$ cat src/rtl/controlador_cafe_if.sv
// controlador_cafe_if -- coin, purchase and dispenser signals of the coffee
// vending controller, grouped as one bundle.
//   slave  : controller side (controlador_cafe)
//   master : environment side (coin acceptor, keypad, dispenser)
// Inputs to controller : moneda100, moneda500, pedir, seleccion[1:0],
//                        cancelar, listo
// Outputs of controller: credito[N-1:0], dispensar, producto[1:0],
//                        devuelve100, fondos_insuficientes,
//                        rechazo_moneda, ocupado
interface controlador_cafe_if #(
  parameter int unsigned N = 4
) ();
  logic         moneda100;
  logic         moneda500;
  logic         pedir;
  logic [1:0]   seleccion;
  logic         cancelar;
  logic         listo;
  logic [N-1:0] credito;
  logic         dispensar;
  logic [1:0]   producto;
  logic         devuelve100;
  logic         fondos_insuficientes;
  logic         rechazo_moneda;
  logic         ocupado;

  modport slave (
    input  moneda100, moneda500, pedir, seleccion, cancelar, listo,
    output credito, dispensar, producto, devuelve100,
           fondos_insuficientes, rechazo_moneda, ocupado
  );

  modport master (
    output moneda100, moneda500, pedir, seleccion, cancelar, listo,
    input  credito, dispensar, producto, devuelve100,
           fondos_insuficientes, rechazo_moneda, ocupado
  );
endinterface

$ cat src/rtl/controlador_cafe.sv
// controlador_cafe -- coffee vending controller.
// Accumulates credit from 100/500 coins (saturating at 2^N-1), sells one of
// four products priced PRECIO_0..PRECIO_3 (in 100-units), holds the dispense
// request until the dispenser acknowledges, and optionally returns change.
// Ports:
//   clk   : sole clock, rising edge
//   reset : synchronous, active-high
//   bus   : controlador_cafe_if.slave (coins, request, cancel, dispenser
//           handshake, credit and status outputs)
// All outputs are registered.
// Optional feature macro: DEVOLVER_CAMBIO_EN -- enables the CAMBIO state,
// which returns remaining credit as devuelve100 pulses after a dispense or
// cancel. Without it, devuelve100 is tied low, leftover credit is kept after
// a dispense and cancelar simply clears the credit.
module controlador_cafe #(
  parameter int unsigned N        = 4,
  parameter int unsigned PRECIO_0 = 3,
  parameter int unsigned PRECIO_1 = 4,
  parameter int unsigned PRECIO_2 = 6,
  parameter int unsigned PRECIO_3 = 5
) (
  input  logic                clk,
  input  logic                reset,
  controlador_cafe_if.slave   bus
);

  typedef enum logic [1:0] {
`ifdef DEVOLVER_CAMBIO_EN
    CAMBIO   = 2'd2,
`endif
    ESPERA   = 2'd0,
    DISPENSA = 2'd1
  } estado_t;

  // Wide enough that credit + coin and any 32-bit price never overflow.
  localparam int unsigned W = N + 32;
  localparam logic [N-1:0] CRED_MAX = '1;

  estado_t      estado_q;
  logic [N-1:0] credito_q;
  logic         dispensar_q;
  logic [1:0]   producto_q;
  logic         fondos_q;
  logic         rechazo_q;
`ifdef DEVOLVER_CAMBIO_EN
  logic         devuelve_q;
`endif

  logic [W-1:0] precio_sel;
  logic [W-1:0] valor_moneda;
  logic [W-1:0] suma;
  logic [N-1:0] credito_sumado;
  logic [N-1:0] credito_restado;
  logic         alcanza;
  logic         hay_moneda;

  always_comb begin
    precio_sel = '0;
    case (bus.seleccion)
      2'd0:    precio_sel = W'(PRECIO_0);
      2'd1:    precio_sel = W'(PRECIO_1);
      2'd2:    precio_sel = W'(PRECIO_2);
      default: precio_sel = W'(PRECIO_3);
    endcase
  end

  always_comb begin
    valor_moneda = '0;
    case ({bus.moneda500, bus.moneda100})
      2'b01:   valor_moneda = W'(1);
      2'b10:   valor_moneda = W'(5);
      2'b11:   valor_moneda = W'(6);
      default: valor_moneda = '0;
    endcase
  end

  assign hay_moneda      = bus.moneda100 | bus.moneda500;
  assign suma            = W'(credito_q) + valor_moneda;
  assign credito_sumado  = (suma > W'(CRED_MAX)) ? CRED_MAX : suma[N-1:0];
  assign alcanza         = (W'(credito_q) >= precio_sel);
  // Only used when alcanza holds, so the price fits in N bits here.
  assign credito_restado = credito_q - precio_sel[N-1:0];

  always_ff @(posedge clk) begin
    if (reset) begin
      estado_q    <= ESPERA;
      credito_q   <= '0;
      dispensar_q <= 1'b0;
      producto_q  <= '0;
      fondos_q    <= 1'b0;
      rechazo_q   <= 1'b0;
`ifdef DEVOLVER_CAMBIO_EN
      devuelve_q  <= 1'b0;
`endif
    end else begin
      fondos_q    <= 1'b0;
      rechazo_q   <= 1'b0;
`ifdef DEVOLVER_CAMBIO_EN
      devuelve_q  <= 1'b0;
`endif
      case (estado_q)
        ESPERA: begin
          if (bus.cancelar) begin
            // Cancel wins over pedir; coins in this cycle are refused.
            rechazo_q <= hay_moneda;
`ifdef DEVOLVER_CAMBIO_EN
            if (credito_q != '0) estado_q <= CAMBIO;
`else
            credito_q <= '0;
`endif
          end else if (bus.pedir) begin
            if (alcanza) begin
              credito_q   <= credito_restado;
              producto_q  <= bus.seleccion;
              dispensar_q <= 1'b1;
              rechazo_q   <= hay_moneda;
              estado_q    <= DISPENSA;
            end else begin
              // Refused request: a coin in the same cycle still counts.
              fondos_q  <= 1'b1;
              credito_q <= credito_sumado;
            end
          end else begin
            credito_q <= credito_sumado;
          end
        end

        DISPENSA: begin
          rechazo_q <= hay_moneda;
          if (bus.listo) begin
            dispensar_q <= 1'b0;
`ifdef DEVOLVER_CAMBIO_EN
            estado_q    <= (credito_q != '0) ? CAMBIO : ESPERA;
`else
            estado_q    <= ESPERA;
`endif
          end
        end

`ifdef DEVOLVER_CAMBIO_EN
        CAMBIO: begin
          rechazo_q <= hay_moneda;
          if (credito_q != '0) begin
            devuelve_q <= 1'b1;
            credito_q  <= credito_q - N'(1);
          end
          // Leave on the pulse that empties the credit.
          if (credito_q <= N'(1)) estado_q <= ESPERA;
        end
`endif

        default: estado_q <= ESPERA;
      endcase
    end
  end

  assign bus.credito              = credito_q;
  assign bus.dispensar            = dispensar_q;
  assign bus.producto             = producto_q;
  assign bus.fondos_insuficientes = fondos_q;
  assign bus.rechazo_moneda       = rechazo_q;
  assign bus.ocupado              = (estado_q != ESPERA);
`ifdef DEVOLVER_CAMBIO_EN
  assign bus.devuelve100          = devuelve_q;
`else
  assign bus.devuelve100          = 1'b0;
`endif

endmodule

$ cat src/flat_wrapper.sv
// flat-port wrapper written by rule: the top's interface ports become plain ports
module controlador_cafe_flat 
#(
  parameter int unsigned N        = 4,
  parameter int unsigned PRECIO_0 = 3,
  parameter int unsigned PRECIO_1 = 4,
  parameter int unsigned PRECIO_2 = 6,
  parameter int unsigned PRECIO_3 = 5
)
  (clk, reset, bus_moneda100, bus_moneda500, bus_pedir, bus_seleccion, bus_cancelar, bus_listo, bus_credito, bus_dispensar, bus_producto, bus_devuelve100, bus_fondos_insuficientes, bus_rechazo_moneda, bus_ocupado);
  controlador_cafe_if #(.N(N)) bus_i ();
  input  logic clk;
  input  logic reset;
  input wire logic [$bits(bus_i.moneda100)-1:0] bus_moneda100;
  input wire logic [$bits(bus_i.moneda500)-1:0] bus_moneda500;
  input wire logic [$bits(bus_i.pedir)-1:0] bus_pedir;
  input wire logic [$bits(bus_i.seleccion)-1:0] bus_seleccion;
  input wire logic [$bits(bus_i.cancelar)-1:0] bus_cancelar;
  input wire logic [$bits(bus_i.listo)-1:0] bus_listo;
  output wire logic [$bits(bus_i.credito)-1:0] bus_credito;
  output wire logic [$bits(bus_i.dispensar)-1:0] bus_dispensar;
  output wire logic [$bits(bus_i.producto)-1:0] bus_producto;
  output wire logic [$bits(bus_i.devuelve100)-1:0] bus_devuelve100;
  output wire logic [$bits(bus_i.fondos_insuficientes)-1:0] bus_fondos_insuficientes;
  output wire logic [$bits(bus_i.rechazo_moneda)-1:0] bus_rechazo_moneda;
  output wire logic [$bits(bus_i.ocupado)-1:0] bus_ocupado;
  assign bus_i.moneda100 = bus_moneda100;
  assign bus_i.moneda500 = bus_moneda500;
  assign bus_i.pedir = bus_pedir;
  assign bus_i.seleccion = bus_seleccion;
  assign bus_i.cancelar = bus_cancelar;
  assign bus_i.listo = bus_listo;
  assign bus_credito = bus_i.credito;
  assign bus_dispensar = bus_i.dispensar;
  assign bus_producto = bus_i.producto;
  assign bus_devuelve100 = bus_i.devuelve100;
  assign bus_fondos_insuficientes = bus_i.fondos_insuficientes;
  assign bus_rechazo_moneda = bus_i.rechazo_moneda;
  assign bus_ocupado = bus_i.ocupado;
  controlador_cafe #(.N(N), .PRECIO_0(PRECIO_0), .PRECIO_1(PRECIO_1), .PRECIO_2(PRECIO_2), .PRECIO_3(PRECIO_3)) u_core (.clk(clk), .reset(reset), .bus(bus_i));
endmodule
$ cat config.mk
export PLATFORM = sky130hd
export DESIGN_NAME = controlador_cafe_flat
export DESIGN_NICKNAME = d
export VERILOG_FILES = /design/src/rtl/controlador_cafe_if.sv /design/src/rtl/controlador_cafe.sv /design/src/flat_wrapper.sv
export SDC_FILE = /design/constraint.sdc
export NUM_CORES = 1
export LEC_CHECK = 0
export ABC_AREA = 1
export CORE_MARGIN = 2
export CORE_UTILIZATION = 50
export CTS_CLUSTER_DIAMETER = 50
export DETAILED_ROUTE_END_ITERATION = 8
export GPL_TIMING_DRIVEN = 0
export PLACE_DENSITY = 0.82
export SETUP_SLACK_MARGIN = 0.3
export SLEW_MARGIN = 0
export SYNTH_ARGS = -nofsm -noshare
export SYNTH_HDL_FRONTEND = slang
export SYNTH_SLANG_ARGS = --single-unit
export TNS_END_PERCENT = 1
$ cat constraint.sdc
create_clock -name clk -period 4.2 [get_ports clk]
set_clock_uncertainty 0.2 [all_clocks]
set_input_delay 0.84 -clock clk [delete_from_list [all_inputs] [get_ports clk]]
set_output_delay 0.84 -clock clk [all_outputs]
set_load 0.01 [all_outputs]
[After elaboration in Yosys (flattened, before gate mapping)]
Index checks and enable logic that the tools add are counted.
Word-level totals
  word-level logic and storage cells: 53
  flip-flop bits (word level): 11
  output and inout port bits: 11
  input port bits: 9
Operators by class
  mux-type cells: 21
  bitwise operators: 4
  order comparisons: 2
  add/subtract/negate cells: 2
  equality and inequality tests: 10
  reductions and logical operators: 8
Operator list (count)
  36-bit by 4-bit greater-than comparator with 1-bit output (second input constant): 1
  3-bit case mux with 3 select lines: 2
  4-bit 2-to-1 mux: 4
  1-bit 2-to-1 mux: 8
  2-bit 2-to-1 mux: 4
  4-bit AND reduction: 2
  2-bit by 1-bit equality test with 1-bit output (second input constant): 3
  2-bit equality test (second input constant): 3
  2-bit != test (second input constant): 3
  4-bit by 3-bit adder with 5-bit output: 1
  5-bit AND reduction: 1
  4-bit by 3-bit >= comparator with 1-bit output: 1
  2-bit logical NOT: 2
  1-bit case mux with 2 select lines: 2
  2-bit case mux with 2 select lines: 1
  2-bit nonzero test: 2
  4-bit OR reduction: 1
  4-bit by 3-bit subtractor with 4-bit output: 1
  1-bit inverter: 3
  2-bit by 1-bit != test with 1-bit output (second input constant): 1
  1-bit bitwise OR: 1

[Longest topological paths before layout]
  depth after elaboration: 8
  mapped depth: 13

[Least setup slack after synthesis]
Ideal clock, no wire load.
  path kind: input to register
  start point: input port bus_seleccion[0]
  end point: register u_core.credito_q[1], in the netlist u_core.bus.credito[1]
  buffers on the path: 0
  data arrival time: 2.421 ns
  library setup time: 0.074 ns
  cell stages on the path: 13
  path slack: 1.505 ns
  cells stage by stage: inv_1 ha_1 inv_1 ha_1 inv_1 fa_1 nand2_1 nand3_2 nand2_1 inv_1 nor2_1 o21ai_0 a31oi_1
On the way
  longest elaborated chain between the ends: 6
  elaborated cells on any way between the ends: 9
  classes of those cells: add/sub: 1; order compare: 1; eq/ne: 2; mux: 4; reduce/logical: 1
Ends and longest elaborated chain
  start: declaration: line flat_wrapper.sv:17  | input wire logic [$bits(bus_i.seleccion)-1:0] bus_seleccion;
  2-bit equality test, or another cell as far along: line controlador_cafe.sv:59  | case (bus.seleccion)
  3-bit case mux with 3 select lines (*): line controlador_cafe.sv:59
  4-bit by 3-bit subtractor with 4-bit output / 4-bit by 3-bit >= comparator with 1-bit output (equally long branches): line controlador_cafe.sv:82, controlador_cafe.sv:80
  4-bit 2-to-1 mux (*): line controlador_cafe.sv:112  | if (alcanza) begin
  4-bit 2-to-1 mux (*): line controlador_cafe.sv:111  | end else if (bus.pedir) begin
  4-bit 2-to-1 mux (*): line controlador_cafe.sv:103  | if (bus.cancelar) begin
  end signal: assignment: line controlador_cafe.sv:113  | credito_q <= credito_restado;
  end signal: assignment: line controlador_cafe.sv:121  | credito_q <= credito_sumado;
  end signal: assignment: line controlador_cafe.sv:124  | credito_q <= credito_sumado;
  end: declaration: line controlador_cafe.sv:40  | logic [N-1:0] credito_q;
Mark *: on every way between the ends. The rest lies on a longest branch, timed or not.
A chain may end at the register's enable or synchronous reset.

[Worst setup path in the final report]
  start point: input port bus_seleccion[1]
  end point: register u_core.credito_q[1], in the netlist u_core.bus.credito[1]
The elaborated chain is that of the path after synthesis.

==> impl_metrics.toml <==
[worst_setup_path]
critical_path_buf_inv_count = 5
cp_common_cell = "inv_1"
path_max_fanout = 4
worstPathArrival_ps = 3140
cp_num_cells = 14
cp_cell_sequence = "clkdlybuf4s50_1 -> inv_1 -> ha_1 -> inv_1 -> ha_1 -> inv_1 -> fa_1 -> nand2_1 -> nand3_2 -> nand2_1 -> inv_1 -> nor2_1 -> o21ai_0 -> a31oi_1"
r2r_slack_ps = 2070
cp-start-kind = "input pin"
crit_family = "adder cells"
cp-end-kind = "flop"
slowest_stage = "clkdlybuf4s50_1"
ff2ff_path_depth = 11
max_stage_delay_ps = 480
crit_type = "input pin to flop"
worstPathRequired_ps = 4180

[grt]
grt_usage_pct = 21.6
grt_pass1_wl_mm = 2.88
grt_pass1_vias = 708
antenna_found_initial = 0
grt_max_degree = 10
grt.overflow.total = 0

[power]
internal_power_mw = 0.181
seq_power_share_pct = 37.2
power_switching_mw = 0.0938
leakage_nw = 0.457
pwr-share-clk_pct = 24.7
p_per_area_nw_per_um2 = 294
p_comb_share_pct = 38.1
total_power_mw = 0.275
peakVddDrop_v = 0.000263
p_sw_share_pct = 34.1

[cells_and_area]
n_antenna_cell = 0
layout-drive-gt1-share_pct = 10.2
area_growth_pct = 29.9
final_nets = 141

[synth]
yosys_warnings = 0
async_reset_ff_share_pct = 0
syn_area_sq_um = 721
synth_edf_count = 0
ys_ff_latch = 9
ys_seq_area_share_pct = 25.0
synth_ff_type = "dfxtp_1"
syn_nets = 119
synth_cell_types = 25
synth_cells = 97
postSynthAreaPerCell_sq_um = 7.43

[die]
ioPinCount = 20
die_area_sq_um = 1760
die_w_microns = 42.0
core_sq_um = 1320
rows = 13
initial_utilization_pct = 54.7
fp.dieH_microns = 42.0

[timing]
maxSlewViolCount = 0
tns_ps = 0
rsz0062_at_grt = "no"
fin_crit_ps = 3160
timing.fmax_mhz = 317
hold_violations = 0
period_share_pct = 75.1
setup_viol = 0
finalWorstSetupSlack_ps = 1040

[clock_tree]
cts_buffer_depth = 2
cts_tree = "yes"
cts_setup_buffers = 0
cts-buffers-inserted = 3
post_cts.resized_instances = 0
hold_buffers = 0
htreeDepth = 1
clock_sinks = 9
clkSlewWorstSetupHoldPaths_ps = 60
root_buffer = "clkbuf_4"
clock_latency_ps = 260

[drt]
vias = 690
drc = 0
ant_nets = 0
wirelength_mm = 1.61
drt_iter0_drc = 11
viasPerCell = 5.19
wire_per_inst_microns = 12.1
first_pass_iters = 4

[worst_hold_path]
hold_depth = 2
hold_class = "flop to flop"

[place]
dp_slack_ps = 783
place_hpwl_mm = 1.34
portBuffers = 17
place_congestion = 0.850

[status]
status = "finished clean"

[run]
maxCapViolations = 0
-- power groups by stage --
stage	Clock, mW	Sequential [mW]	Combinational (mW)
3_3_place_gp	0	0.104	0.0993
4_1_cts	0.0706	0.102	0.105
6_report	0.0679	0.102	0.105
2_1_floorplan	0	0.106	0.0625
3_5_place_dp	0	0.104	0.105
5_1_grt	0.0761	0.104	0.118
-- cell type report --
type,instances,area (sq um)
Multi-Input combinational cell,71,469
Fill cell,110,382
Clock buffer,4,26.3
Inverter,14,52.6
Tap cell,15,18.8
Timing Repair Buffer,17,170
Sequential cell,9,180
Buffer,3,18.8
-- tightest hold or removal path, stage by stage (launching register included) --
cell and delay (ps):
dfxtp_1 310, nor2_1 100, a211oi_1 50
-- synthesized netlist by cell type, types with 3 or more instances --
cell type   n  share of area (%)
nand2_1    19                9.9
nand3_1     5                3.5
a21oi_1     7                4.9
nor2_1      7                3.6
dfxtp_1     9                 25
ha_1       11                 19
o21ai_0     3                2.1
inv_1      13                6.8
-- final timing paths --
check | startpoint | to
min | u_core.bus.producto[0] | u_core.bus.producto[0]
max reg2reg | u_core.bus.credito[0] | u_core.bus.credito[1]
min reg2reg | u_core.bus.producto[0] | u_core.bus.producto[0]
max | bus_seleccion[1] | u_core.bus.credito[1]
-- logic make-up (layout without fill, tap and decap cells) --
logic type / Yosys count / in the layout / share of synthesized area (%)
buffers and inverters: 17 / 38 / 9.89
other: 1 / 1 / 0.520
DFF: 9 / 9 / 25.0
xor gates and xnor gates: 1 / 1 / 1.22
adders and majority gates: 13 / 13 / 24.7
AOI/OAI and AO/OA: 14 / 14 / 10.8
and+or+nand+nor: 42 / 42 / 28.0
-- per-layer routing --
metal  GRT usage, %  vias to the layer above  routed length (microns)
li1               -                      358                        -
met1           23.5                      304                      666
met2           38.4                       26                      837
met3           8.26                        2                      105
met4           6.45                        0                        3
met5              0                        -                        0
-- through the flow --
stage | util [%] | instance area (sq um) | cells | hold WS, ps
floorplan | - | 721 | 97 | 313
global placement | 69.0 | 910 | 129 | 279
detailed placement | 69.0 | 910 | 129 | 294
CTS | 71.0 | 936 | 133 | 303
global route | 71.0 | 936 | 133 | 343
finish | 71.0 | 936 | 133 | 305
-- sequential cells by signal, indices dropped and copies added (netlist names) --
signal	cells
u_core.bus.credito	4
u_core.bus.dispensar	1
u_core.bus.rechazo_moneda	1
u_core.bus.producto	2
u_core.bus.fondos_insuficientes	1
-- placed cells by master (no fill, tap or decap), drive strengths merged --
cell,count
buf,3
a31oi,2
fa,2
nand3,6
or2,4
a21oi,7
nand4,2
nand2,20
nor3,1
conb,1
clkbuf,4
nor4,1
nor2,8
ha,11
inv,14
dfxtp,9
a211oi,2
clkdlybuf4s50,17
xor2,1
o21ai,3
Note: power is estimated with default switching activity, not from simulation.
